**src/rtl/act_skew_ctrl.sv**
```systemverilog
// Read-side sequencer for the activation FIFO bank: staggered per-row read enables,
// per-row valids and ping-pong buffer select. Optional lane zero-masking: ACT_SKEW_ZERO_MASK_EN.
module act_skew_ctrl #(
  parameter int IN_DATA_WIDTH = 8,
  parameter int ROW           = 8,
  parameter int LEN_WIDTH     = 4
) (
  input  logic                         clk,
  input  logic                         rstn,
  input  logic                         start,
  input  logic [LEN_WIDTH-1:0]         len,
  input  logic                         hold,
  input  logic                         fifo_empty,
  input  logic [IN_DATA_WIDTH*ROW-1:0] fifo_dout,
  output logic [ROW-1:0]               read_en,
  output logic                         sel,
  output logic [IN_DATA_WIDTH*ROW-1:0] act_out,
  output logic [ROW-1:0]               row_valid,
  output logic                         busy,
  output logic                         done
);

  localparam int T_W = $clog2(2 * ROW);

  typedef enum logic [1:0] {
    IDLE  = 2'd0,
    RUN   = 2'd1,
    DRAIN = 2'd2
  } state_e;

  state_e               state_q, state_d;
  logic [T_W-1:0]       t_q, t_d, t_inc;
  logic [LEN_WIDTH-1:0] len_q, len_d;
  logic [ROW-1:0]       en_mask_q, en_mask_d;
  logic [ROW-1:0]       row_valid_q;
  logic                 sel_q, sel_d;
  logic                 last_step;

  // Lane i reads while the step counter lies in the window [i, i+n).
  function automatic logic [ROW-1:0] lane_mask(input logic [T_W-1:0] t,
                                               input logic [LEN_WIDTH-1:0] n);
    logic [ROW-1:0] m;
    m = '0;
    for (int i = 0; i < ROW; i++) begin
      m[i] = (int'(t) >= i) && (int'(t) < i + int'(n));
    end
    return m;
  endfunction

  assign t_inc     = t_q + T_W'(1);
  assign last_step = (int'(t_q) == int'(len_q) + ROW - 2);

  // The mask for the next step is precomputed into a register; hold only gates it.
  always_comb begin
    // NOTE: every variable gets a default before the case so no path infers a latch.
    state_d   = state_q;
    t_d       = t_q;
    len_d     = len_q;
    sel_d     = sel_q;
    en_mask_d = '0;
    case (state_q)
      IDLE: begin
        if (start && (len != '0) && !fifo_empty) begin
          state_d   = RUN;
          t_d       = '0;
          len_d     = len;
          en_mask_d = lane_mask(T_W'(0), len);
        end
      end
      RUN: begin
        if (hold) begin
          en_mask_d = en_mask_q;
        end else if (last_step) begin
          state_d = DRAIN;
        end else begin
          t_d       = t_inc;
          en_mask_d = lane_mask(t_inc, len_q);
        end
      end
      DRAIN: begin
        state_d = IDLE;
        sel_d   = ~sel_q;
      end
      default: state_d = IDLE;
    endcase
  end

  assign read_en = en_mask_q & {ROW{~hold}};

  // NOTE: state registers use non-blocking assignments so all flops update together.
  // NOTE: every register, including the read-window mask, is cleared by the async reset.
  always_ff @(posedge clk or negedge rstn) begin
    if (!rstn) begin
      state_q     <= IDLE;
      t_q         <= '0;
      len_q       <= '0;
      en_mask_q   <= '0;
      row_valid_q <= '0;
      sel_q       <= 1'b0;
    end else begin
      state_q     <= state_d;
      t_q         <= t_d;
      len_q       <= len_d;
      en_mask_q   <= en_mask_d;
      row_valid_q <= read_en;
      sel_q       <= sel_d;
    end
  end

  assign row_valid = row_valid_q;
  assign sel       = sel_q;
  assign busy      = (state_q != IDLE);
  assign done      = (state_q == DRAIN);

`ifdef ACT_SKEW_ZERO_MASK_EN
  // Registered valid aligns with the FIFO's one-cycle read latency, so no extra delay.
  for (genvar g = 0; g < ROW; g++) begin : g_mask
    assign act_out[IN_DATA_WIDTH*g +: IN_DATA_WIDTH] =
      row_valid_q[g] ? fifo_dout[IN_DATA_WIDTH*g +: IN_DATA_WIDTH] : '0;
  end
`else
  assign act_out = fifo_dout;
`endif

endmodule

```
**config.mk**
```make
export PLATFORM = sky130hd
export DESIGN_NAME = act_skew_ctrl
export DESIGN_NICKNAME = d
export VERILOG_FILES = /design/src/rtl/act_skew_ctrl.sv
export SDC_FILE = /design/constraint.sdc
export NUM_CORES = 1
export LEC_CHECK = 0
export BUFFER_PORTS_ARGS = -buffer_cell sky130_fd_sc_hd__buf_2
export CAP_MARGIN = 5
export CORE_UTILIZATION = 44
export CTS_CLUSTER_DIAMETER = 50
export DETAILED_ROUTE_END_ITERATION = 10
export PLACE_DENSITY = 0.87
export SYNTH_ARGS = -nofsm -noshare
export SYNTH_HDL_FRONTEND = slang
export SYNTH_SLANG_ARGS = --single-unit
```
**constraint.sdc**
```tcl
create_clock -name clk -period 2.7 [get_ports clk]
set_clock_uncertainty 0.1 [all_clocks]
set_input_delay 0.27 -clock clk [delete_from_list [all_inputs] [get_ports clk]]
set_output_delay 0.27 -clock clk [all_outputs]
set_load 0.02 [all_outputs]
```
# Word-level counts from Yosys, hierarchy flattened
# Index checks and enable logic that the tools add are counted.
[classes]
add_sub_neg = 10
order_cmp = 16
n_eq_ne = 7
muxes = 12
bitwise_logic = 3
reduce_logical = 17
[ops]
columns = ["operator", "n"]
rows = [
  ["$lt 4x5->1", 7],
  ["$add 3x4->5 const A", 4],
  ["$ge 4x3->1 const B", 4],
  ["$mux 8", 2],
  ["$pmux 8 s2", 1],
  ["$mux 4", 3],
  ["$add 2x4->5 const A", 2],
  ["$logic_and 1x1->1", 9],
  ["$and 8x8->8", 1],
  ["$ge 4x2->1 const B", 2],
  ["$ne 2x2->1 const B", 4],
  ["$pmux 4 s2", 1],
  ["$eq 5x6->1", 1],
  ["$mux 2", 3],
  ["$sub 5x2->6 const B", 1],
  ["$add 1x4->5 const A", 1],
  ["$add 4x4->5 const B", 1],
  ["$add 4x1->4 const B", 1],
  ["$ge 4x1->1 const B", 1],
  ["$lt 1x4->1 const A", 1],
  ["$lt 4x4->1", 1],
  ["$pmux 2 s2", 1],
  ["$reduce_and 4->1", 1],
  ["$reduce_bool 2->1", 2],
  ["other kinds (9)", 10],
]
[totals]
reg_bits = 27
input_bits = 73
output_inout_bits = 83
elab_cells = 71

# Depth between registers and ports, before layout
# Gate-level depths: netlist of run 1.
[depth]
word_depth = 6
mapped_depth = 9

# Worst setup path before layout of run 1
# No wires, ideal clock.
[synth_path]
path_type = "reg2reg"
startpoint = "register t_q[2]"
endpoint = "register en_mask_q[6]"
setup_time_ps = 96
t_arrival_ps = 1950
t_required_ps = 2504
path_slack_ps = 554
stages_incl_launch_ff = 8
n_path_buf = 1
synth_period_minus_slack_ps = 2146
path_cell_list = "dfrtp_1 > buf_2 > nand3_1 > xnor2_1 > ha_1 > a21oi_1 > a221oi_1 > o31ai_1"
[synth_between]
elab_chain_len = 6
[synth_rtl]
columns = ["element", "line", "rtl"]
rows = [
  ["from (decl)", "32", "logic [T_W-1:0] t_q, t_d, t_inc;"],
  ["from (signal assigned)", "102", "t_q <= t_d;"],
  ["$add 4x1->4", "50", "assign t_inc = t_q + T_W'(1);"],
  ["$lt 4x5->1 / $ge 4x3->1 (equally long branches)", "45", "m[i] = (int'(t) >= i) && (int'(t) < i + int'(n));"],
  ["$logic_and 1x1->1", "45", ""],
  ["$mux 8 (*)", "73", "end else if (last_step) begin"],
  ["$mux 8 (*)", "71", "if (hold) begin"],
  ["$pmux 8 s2 (*)", "61", "case (state_q)"],
  ["to (signal assigned)", "104", "en_mask_q <= en_mask_d;"],
  ["to (decl)", "34", "logic [ROW-1:0] en_mask_q, en_mask_d;"],
]
# Every way passes the cells marked *; elsewhere a longest branch is shown, timed or not. The select of a mux whose other input is x is not followed.
# A chain may end at the register's enable or synchronous reset.

# Final worst setup path of run 1
[layout_path]
startpoint = "register t_q[0]"
endpoint = "register en_mask_q[6]"
# The elaborated chain is that of the path after synthesis.

==> impl_metrics.yaml, run 1 <==
run_status:
  status: "complete, no violations"
clock_tree:
  cts_tree: "yes"
  cts_sinks: 27
  clk_pin_slew_worst_paths_ns: 0.10
  clkLatencyLatePin_ns: 0.27
  max-clock-path-buffers: 2
  cts-buffers-inserted: 3
  cts_htree_levels: 1
  root_buffer: "sky130_fd_sc_hd__clkbuf_8"
drt:
  route.detailed.wl_per_inst_um: 15.6
  postRouteWirelength_mm: 4.62
  route.detailed.vias_per_inst: 5.58
  initialDrtViolationCount: 180
  route.vias.total: 1651
  detail_route.drc_violations: 0
  firstDrtPassIters: 4
  final_antenna_net_count: 0
global_routing:
  largest_net_degree_at_the_start_of_global_routing: 28
  grt_usage_pct: 16.0
  grt_antenna_before_repair: 0
  met2_usage_pct: 27.1
  grt.busiest_layer: "met2"
  globalRouteOverflowTotal: 0
  first_global_vias: 1612
  grt.met3_usage_pct: 2.98
  grt_pass1_wl_mm: 7.62
  grt.met1_usage_pct: 17.8
flow_run:
  maxCapViolCount: 0
critical_path:
  timing.critical_path.arrival_ns: 2.44
  worst_setup_path_start_kind: "flip-flop"
  worst-setup-path-type: "flip-flop to flip-flop"
  worst_r2r_path_depth: 7
  startpoint: "t_q[0]$_DFFE_PN0P_"
  worstPathMaxFanout: 9
  r2r_start: "t_q[0]$_DFFE_PN0P_"
  endpoint_kind: "flip-flop"
  ff2ff_setup_slack_ns: 0.31
  cp.required_ns: 2.76
finish:
  final.fill_count: 469
  post_route_design_area_sq_mm: 0.00225
  area.growth.synth_to_final_pct: -8.63
  antenna_cells: 0
  layout.cells.most_common: "sky130_fd_sc_hd__ha_1"
  fin_nets: 336
  flip_flop_and_latch_area_sq_um: 676
  multi_input_area_sq_mm: 0.00123
  most-common-layout-cells: "sky130_fd_sc_hd__ha_1 (36), sky130_fd_sc_hd__dfrtp_1 (27), sky130_fd_sc_hd__buf_2 (27)"
  post_route_cells_drive_above_1_share_pct: 17.7
  finalCoreUtilization_pct: 43.0
floorplan:
  ios: 156
  horiz_die_dim_um: 76.8
  coreArea_sq_mm: 0.00524
  height_of_the_die_um: 76.8
  rows: 26
  start_util_pct: 47.1
  die_area_sq_mm: 0.00591
synth:
  postSynthCellCount: 262
  adder_cell_area_share_of_the_yosys_netlist_pct: 18.3
  yosysWarningCount: 0
  synth_xor_xnor_area_share_pct: 5.28
  syn-cell-area_sq_mm: 0.00246
  post_syn_nets: 371
  synth_edf_count: 0
  synth_seq_area_share_pct: 27.4
  ys_async_sr_fraction_pct: 100
  complex_gate_fraction_of_the_synthesized_area_pct: 14.3
  ys.flop_type: "sky130_fd_sc_hd__dfrtp_1"
  muxShareOfSynthArea_pct: 0
  synth.lib_cells_used.distinct: 42
  syn_avg_cell_area_sq_um: 9.41
  synthSimpleGateAreaFrac_pct: 11.9
  synth_seq_cells: 27
  dominant_combinational_cell_family_by_area_after_synthesis: "buffers and inverters"
timing:
  final_clock_period_utilization_by_the_worst_path_pct: 88.4
  timing.fmax_mhz: 419
  maxSlewViolCount: 0
  final-setup-viol-count: 0
  tightestPinTransition_ns: 0.614
  unrepaired_setup_endpoints_after_global_routing: "false"
  hold_violations: 0
  tns_ns: 0
  holdWs_ns: 0.118
  max_slew_margin_pct: 59.1
  final_period_minus_worst_setup_slack_ns: 2.39
power:
  power.share.sequential_pct: 23.0
  power_dens_cells_mw_per_mm2: 1430
  pwr-share-comb_pct: 69.8
  share_clk_of_total_power_pct: 7.2
  ir_drop_mv: 0.435
  cell_int_power_mw: 1.67
  leakagePower_nw: 1.10
  p_sw_share_pct: 48.3
  power_switching_mw: 1.56
min_path:
  min_delay_path_class: "primary input to flip-flop"
  min_path_cells: 3
  worst_hold_startpoint: "len[0]"
placement:
  dp.final_hpwl_mm: 3.62
  placed_area_sq_mm: 0.00219
  routabilityCongestion: 0.865
  io_buffers: 27
cell usage after synthesis (all sizes together) (2+ instances only):
cell / count / share of area, %
a32o: 2 / 0.81
a21bo: 2 / 0.81
o21a: 2 / 0.61
nor2b: 17 / 4.3
nor3: 4 / 0.81
ha: 36 / 18
a22oi: 2 / 0.61
a221oi: 3 / 1.1
xnor2: 7 / 2.5
xor2: 5 / 1.8
nor2: 6 / 0.91
nand2: 16 / 2.4
clkbuf: 3 / 0.51
buf: 68 / 20
a211oi: 2 / 0.61
inv: 11 / 1.7
o211ai: 4 / 1.2
o21ai: 7 / 1.4
dfrtp: 27 / 27
nand3: 4 / 0.81
o31ai: 7 / 2.1
a21oi: 11 / 2.2
metal layers:
layer	up-vias	routed length, um
met5	-	0
met4	0	225
met3	33	389
met2	94	2200
met1	755	1800
li1	769	-
power groups by stage:
stage | clock (mW) | combinational [mW] | sequential [mW]
2_1_floorplan | 0 | 1.88 | 0.706
3_3_place_gp | 0 | 2.15 | 0.737
3_5_place_dp | 0 | 2.23 | 0.747
4_1_cts | 0.237 | 2.25 | 0.739
5_1_grt | 0.252 | 2.56 | 0.771
6_report | 0.232 | 2.25 | 0.741
critical path: stages, from the launching register on:
cell and delay (ns):
sky130_fd_sc_hd__dfrtp_1 0.53, sky130_fd_sc_hd__inv_1 0.14, sky130_fd_sc_hd__ha_1 0.43, sky130_fd_sc_hd__ha_1 0.32, sky130_fd_sc_hd__o21bai_1 0.20, sky130_fd_sc_hd__nand3_1 0.10, sky130_fd_sc_hd__a221oi_1 0.33, sky130_fd_sc_hd__o31ai_1 0.13
logic make-up after synthesis:
kind of cell,Yosys count
AO/OA/AOI/OAI,48
XOR/XNOR,13
adder cells (fa/ha/maj),36
buffers and inverters,83
flip-flops,27
AND/OR/NAND/NOR,55
worst paths after layout:
check / endpoint
max: en_mask_q[6]$_DFFE_PN0P_
min: len_q[0]$_DFFE_PN0P_
max reg2reg: en_mask_q[6]$_DFFE_PN0P_
min reg2reg: sel$_DFFE_PN0P_
max in group asynchronous: len_q[1]$_DFFE_PN0P_
min in group asynchronous: row_valid[3]$_DFF_PN0_
state kept, by name (all words and copies together) (netlist names):
| signal | flops |
|---|---|
| en_mask_q | 8 |
| row_valid | 8 |
| len_q | 4 |
| t_q | 4 |
| state_q | 2 |
| sel | 1 |
stage by stage:
| stage | total power, mW | std cells | worst slack [ns] |
|---|---|---|---|
| floorplan | 2.58 | 262 | 0.554 |
| global placement | 2.89 | 291 | 0.415 |
| detailed placement | 2.97 | 291 | 0.339 |
| CTS | 3.23 | 296 | 0.330 |
| global route | 3.58 | 296 | 0.0981 |
| finish | 3.23 | 296 | 0.312 |
what timing repair did:
item	CTS	global route
endpoints found under the hold margin	27	0
resized for setup	0	0
hold buffers	1	0
setup buffers	0	0
final cells by class:
class / instances / share of cell area [%]
Multi-Input combinational cell: 152 / 54.5
Sequential cell: 27 / 30.0
Timing Repair Buffer: 31 / 7.44
Tap cell: 70 / 3.89
Inverter: 12 / 2.00
Clock buffer: 3 / 1.83
Clock inverter: 1 / 0.333
Note: power is estimated with default switching activity, not from simulation.
==> inputs of run 2 (changes only) <==
--- a/config.mk
+++ b/config.mk
@@ -7,10 +7,11 @@
 export LEC_CHECK = 0
 export BUFFER_PORTS_ARGS = -buffer_cell sky130_fd_sc_hd__buf_2
 export CAP_MARGIN = 5
-export CORE_UTILIZATION = 44
+export CORE_UTILIZATION = 39
 export CTS_CLUSTER_DIAMETER = 50
 export DETAILED_ROUTE_END_ITERATION = 10
-export PLACE_DENSITY = 0.87
+export GPL_TIMING_DRIVEN = 0
+export PLACE_DENSITY = 0.82
 export SYNTH_ARGS = -nofsm -noshare
 export SYNTH_HDL_FRONTEND = slang
 export SYNTH_SLANG_ARGS = --single-unit
==> constraint.sdc (replaced) <==
create_clock -name clk -period 2.1 [get_ports clk]
set_clock_uncertainty 0.1 [all_clocks]
set_input_delay 0 -clock clk [delete_from_list [all_inputs] [get_ports clk]]
set_output_delay 0 -clock clk [all_outputs]
set_load 0.02 [all_outputs]
==> run 2 against run 1 <==
The flow now finishes with violations (setup timing). Die area grew 12%. Sequential cell count unchanged. Worst setup slack got worse by 0.43 ns. Combinational power grew 120%. First-iteration DRC count shrank 20%. Sequential share of layout area fell by 11 points. Total power rose by 90%. Sequential power grew 19%. Clock power grew 36%. Routed wire length increased by 63%. Final cell count is 56% higher.
==> impl_metrics.yaml, run 2 (same netlist as run 1, synthesis figures left out) <==
floorplan:
  start_util_pct: 40.9
  coreArea_sq_mm: 0.00603
  horiz_die_dim_um: 81.5
  die_area_sq_mm: 0.00664
  height_of_the_die_um: 81.5
  ios: 156
  rows: 28
finish:
  most-common-layout-cells: "sky130_fd_sc_hd__buf_2 (91), sky130_fd_sc_hd__buf_4 (82), sky130_fd_sc_hd__ha_1 (24)"
  post_route_design_area_sq_mm: 0.00363
  post_route_cells_drive_above_1_share_pct: 61.0
  fin_nets: 497
  area.growth.synth_to_final_pct: 47.4
  layout.cells.most_common: "sky130_fd_sc_hd__buf_2"
  antenna_cells: 0
critical_path:
  ff2ff_setup_slack_ns: -0.12
  timing.critical_path.arrival_ns: 2.34
  cp.required_ns: 2.22
  timing.critical_path.slowest_stage_cell: "sky130_fd_sc_hd__dfrtp_2"
  critical_path.most_common_cell: "sky130_fd_sc_hd__buf_4"
  timing.critical_path.buf_inv: 2
  timing.critical_path.cells: "buf_4 > buf_4 > nor3b_2 > o2111ai_4 > o22ai_1 > a32o_1"
  endpoint_kind: "flip-flop"
  max_stage_delay_ns: 0.48
  worst-setup-path-type: "flip-flop to flip-flop"
  worstPathMaxFanout: 5
  worst_setup_path_start_kind: "flip-flop"
  worst_path_dominant_cell_family: "compound AO/OA/AOI/OAI gates"
clock_tree:
  root_buffer: "sky130_fd_sc_hd__clkbuf_8"
  clk_pin_slew_worst_paths_ns: 0.11
  cts_sinks: 27
  cts-buffers-inserted: 3
  cts_tree: "yes"
  cts_htree_levels: 1
  max-clock-path-buffers: 2
  clkLatencyLatePin_ns: 0.29
placement:
  post-place-ws_ns: -0.338
  dp.final_hpwl_mm: 4.52
  routabilityCongestion: 0.869
  io_buffers: 91
  placed_area_sq_mm: 0.00303
drt:
  final_antenna_net_count: 0
  postRouteWirelength_mm: 7.52
  route.vias.total: 2418
  route.detailed.wl_per_inst_um: 16.3
  detail_route.drc_violations: 0
  firstDrtPassIters: 5
  initialDrtViolationCount: 144
  route.detailed.vias_per_inst: 5.23
power:
  ir_drop_mv: 0.939
  fin_total_pwr_mw: 6.13
  leakagePower_nw: 1.83
  power_dens_cells_mw_per_mm2: 1690
global_routing:
  grt_pass1_wl_mm: 9.42
  largest_net_degree_at_the_start_of_global_routing: 28
  grt_antenna_before_repair: 0
  grt_usage_pct: 18.5
  first_global_vias: 2125
  globalRouteOverflowTotal: 0
run_status:
  failed_checks: "setup timing"
  status: "complete, but fails checks"
timing:
  final_clock_period_utilization_by_the_worst_path_pct: 106
  final_period_minus_worst_setup_slack_ns: 2.22
  hold_violations: 0
  unrepaired_setup_endpoints_after_global_routing: "true"
  tightestPinTransition_ns: 0.618
  maxSlewViolCount: 0
  worst_slack_ns: -0.116
  final-setup-viol-count: 10
  max_slew_margin_pct: 58.8
  timing.fmax_mhz: 451
  holdWs_ns: 0.116
flow_run:
  maxCapViolCount: 0
min_path:
  min_delay_path_class: "primary input to output pin"
[run 2: cell count changes in the layout (fill, tap and decap cells not counted), sizes merged]
cell and change:
dlygate4sd3 +8, buf +149, clkbuf +3, o2111ai +1
[run 2: routing by layer]
metal / share of wire (%) / vias up / global-route usage (%) / routed length (um)
met5: 0 / - / 0 / 0
met4: 5.9 / 0 / 10.2 / 444
met3: 8.0 / 38 / 2.00 / 602
met2: 53 / 187 / 37.1 / 3950
met1: 33 / 1107 / 18.1 / 2520
li1: - / 1086 / - / -
[run 2: final timing paths]
kind	cells after the start	to	from
min in group asynchronous	2	len_q[1]$_DFFE_PN0P_	rstn
worst min register to register	1	sel$_DFFE_PN0P_	sel$_DFFE_PN0P_
worst min-delay path	2	act_out[16]	fifo_dout[16]
max in group asynchronous	2	len_q[0]$_DFFE_PN0P_	rstn
worst max register to register	6	t_q[1]$_DFFE_PN0P_	len_q[1]$_DFFE_PN0P_
worst max-delay path	6	t_q[1]$_DFFE_PN0P_	len_q[1]$_DFFE_PN0P_
[run 2: final cells by class]
type / instances / area (sq um)
timing repair buffer: 121 / 723
sequential: 27 / 682
inverter: 12 / 51.3
multi-input combinational: 153 / 1520
fill: 456 / 2390
clock buffer: 3 / 41.3
clock inverter: 1 / 5.00
tap: 75 / 93.8
buffer: 70 / 519
[run 2: through the flow]
step | setup TNS, ns | instances | utilization, %
CTS | 0 | 450 | 55.0
finish | -0.596 | 462 | 60.3
detailed placement | -3.54 | 428 | 50.3
global route | -1.14 | 462 | 60.3
floorplan | 0 | 262 | -
global placement | -2.82 | 428 | 50.3
[run 2: power by group]
group / switching, mW / internal, mW
Sequential: 0.166 / 0.717
Combinational: 2.66 / 2.28
Clock: 0.181 / 0.134
[run 2: worst register-to-register path, cell delays in order (launching register included)]
cell                        delay [ns]
sky130_fd_sc_hd__dfrtp_2          0.48
sky130_fd_sc_hd__buf_4            0.15
sky130_fd_sc_hd__buf_4            0.14
sky130_fd_sc_hd__nor3b_2          0.38
sky130_fd_sc_hd__o2111ai_4        0.22
sky130_fd_sc_hd__o22ai_1          0.43
sky130_fd_sc_hd__a32o_1           0.24
[run 2: repair_timing]
item	CTS	global route
pin swaps	2	21
cloned	0	1
resized for setup	18	41
hold buffers	9	0
hold endpoints to repair	31	0
setup endpoints to repair	14	14
buffers inserted	9	12
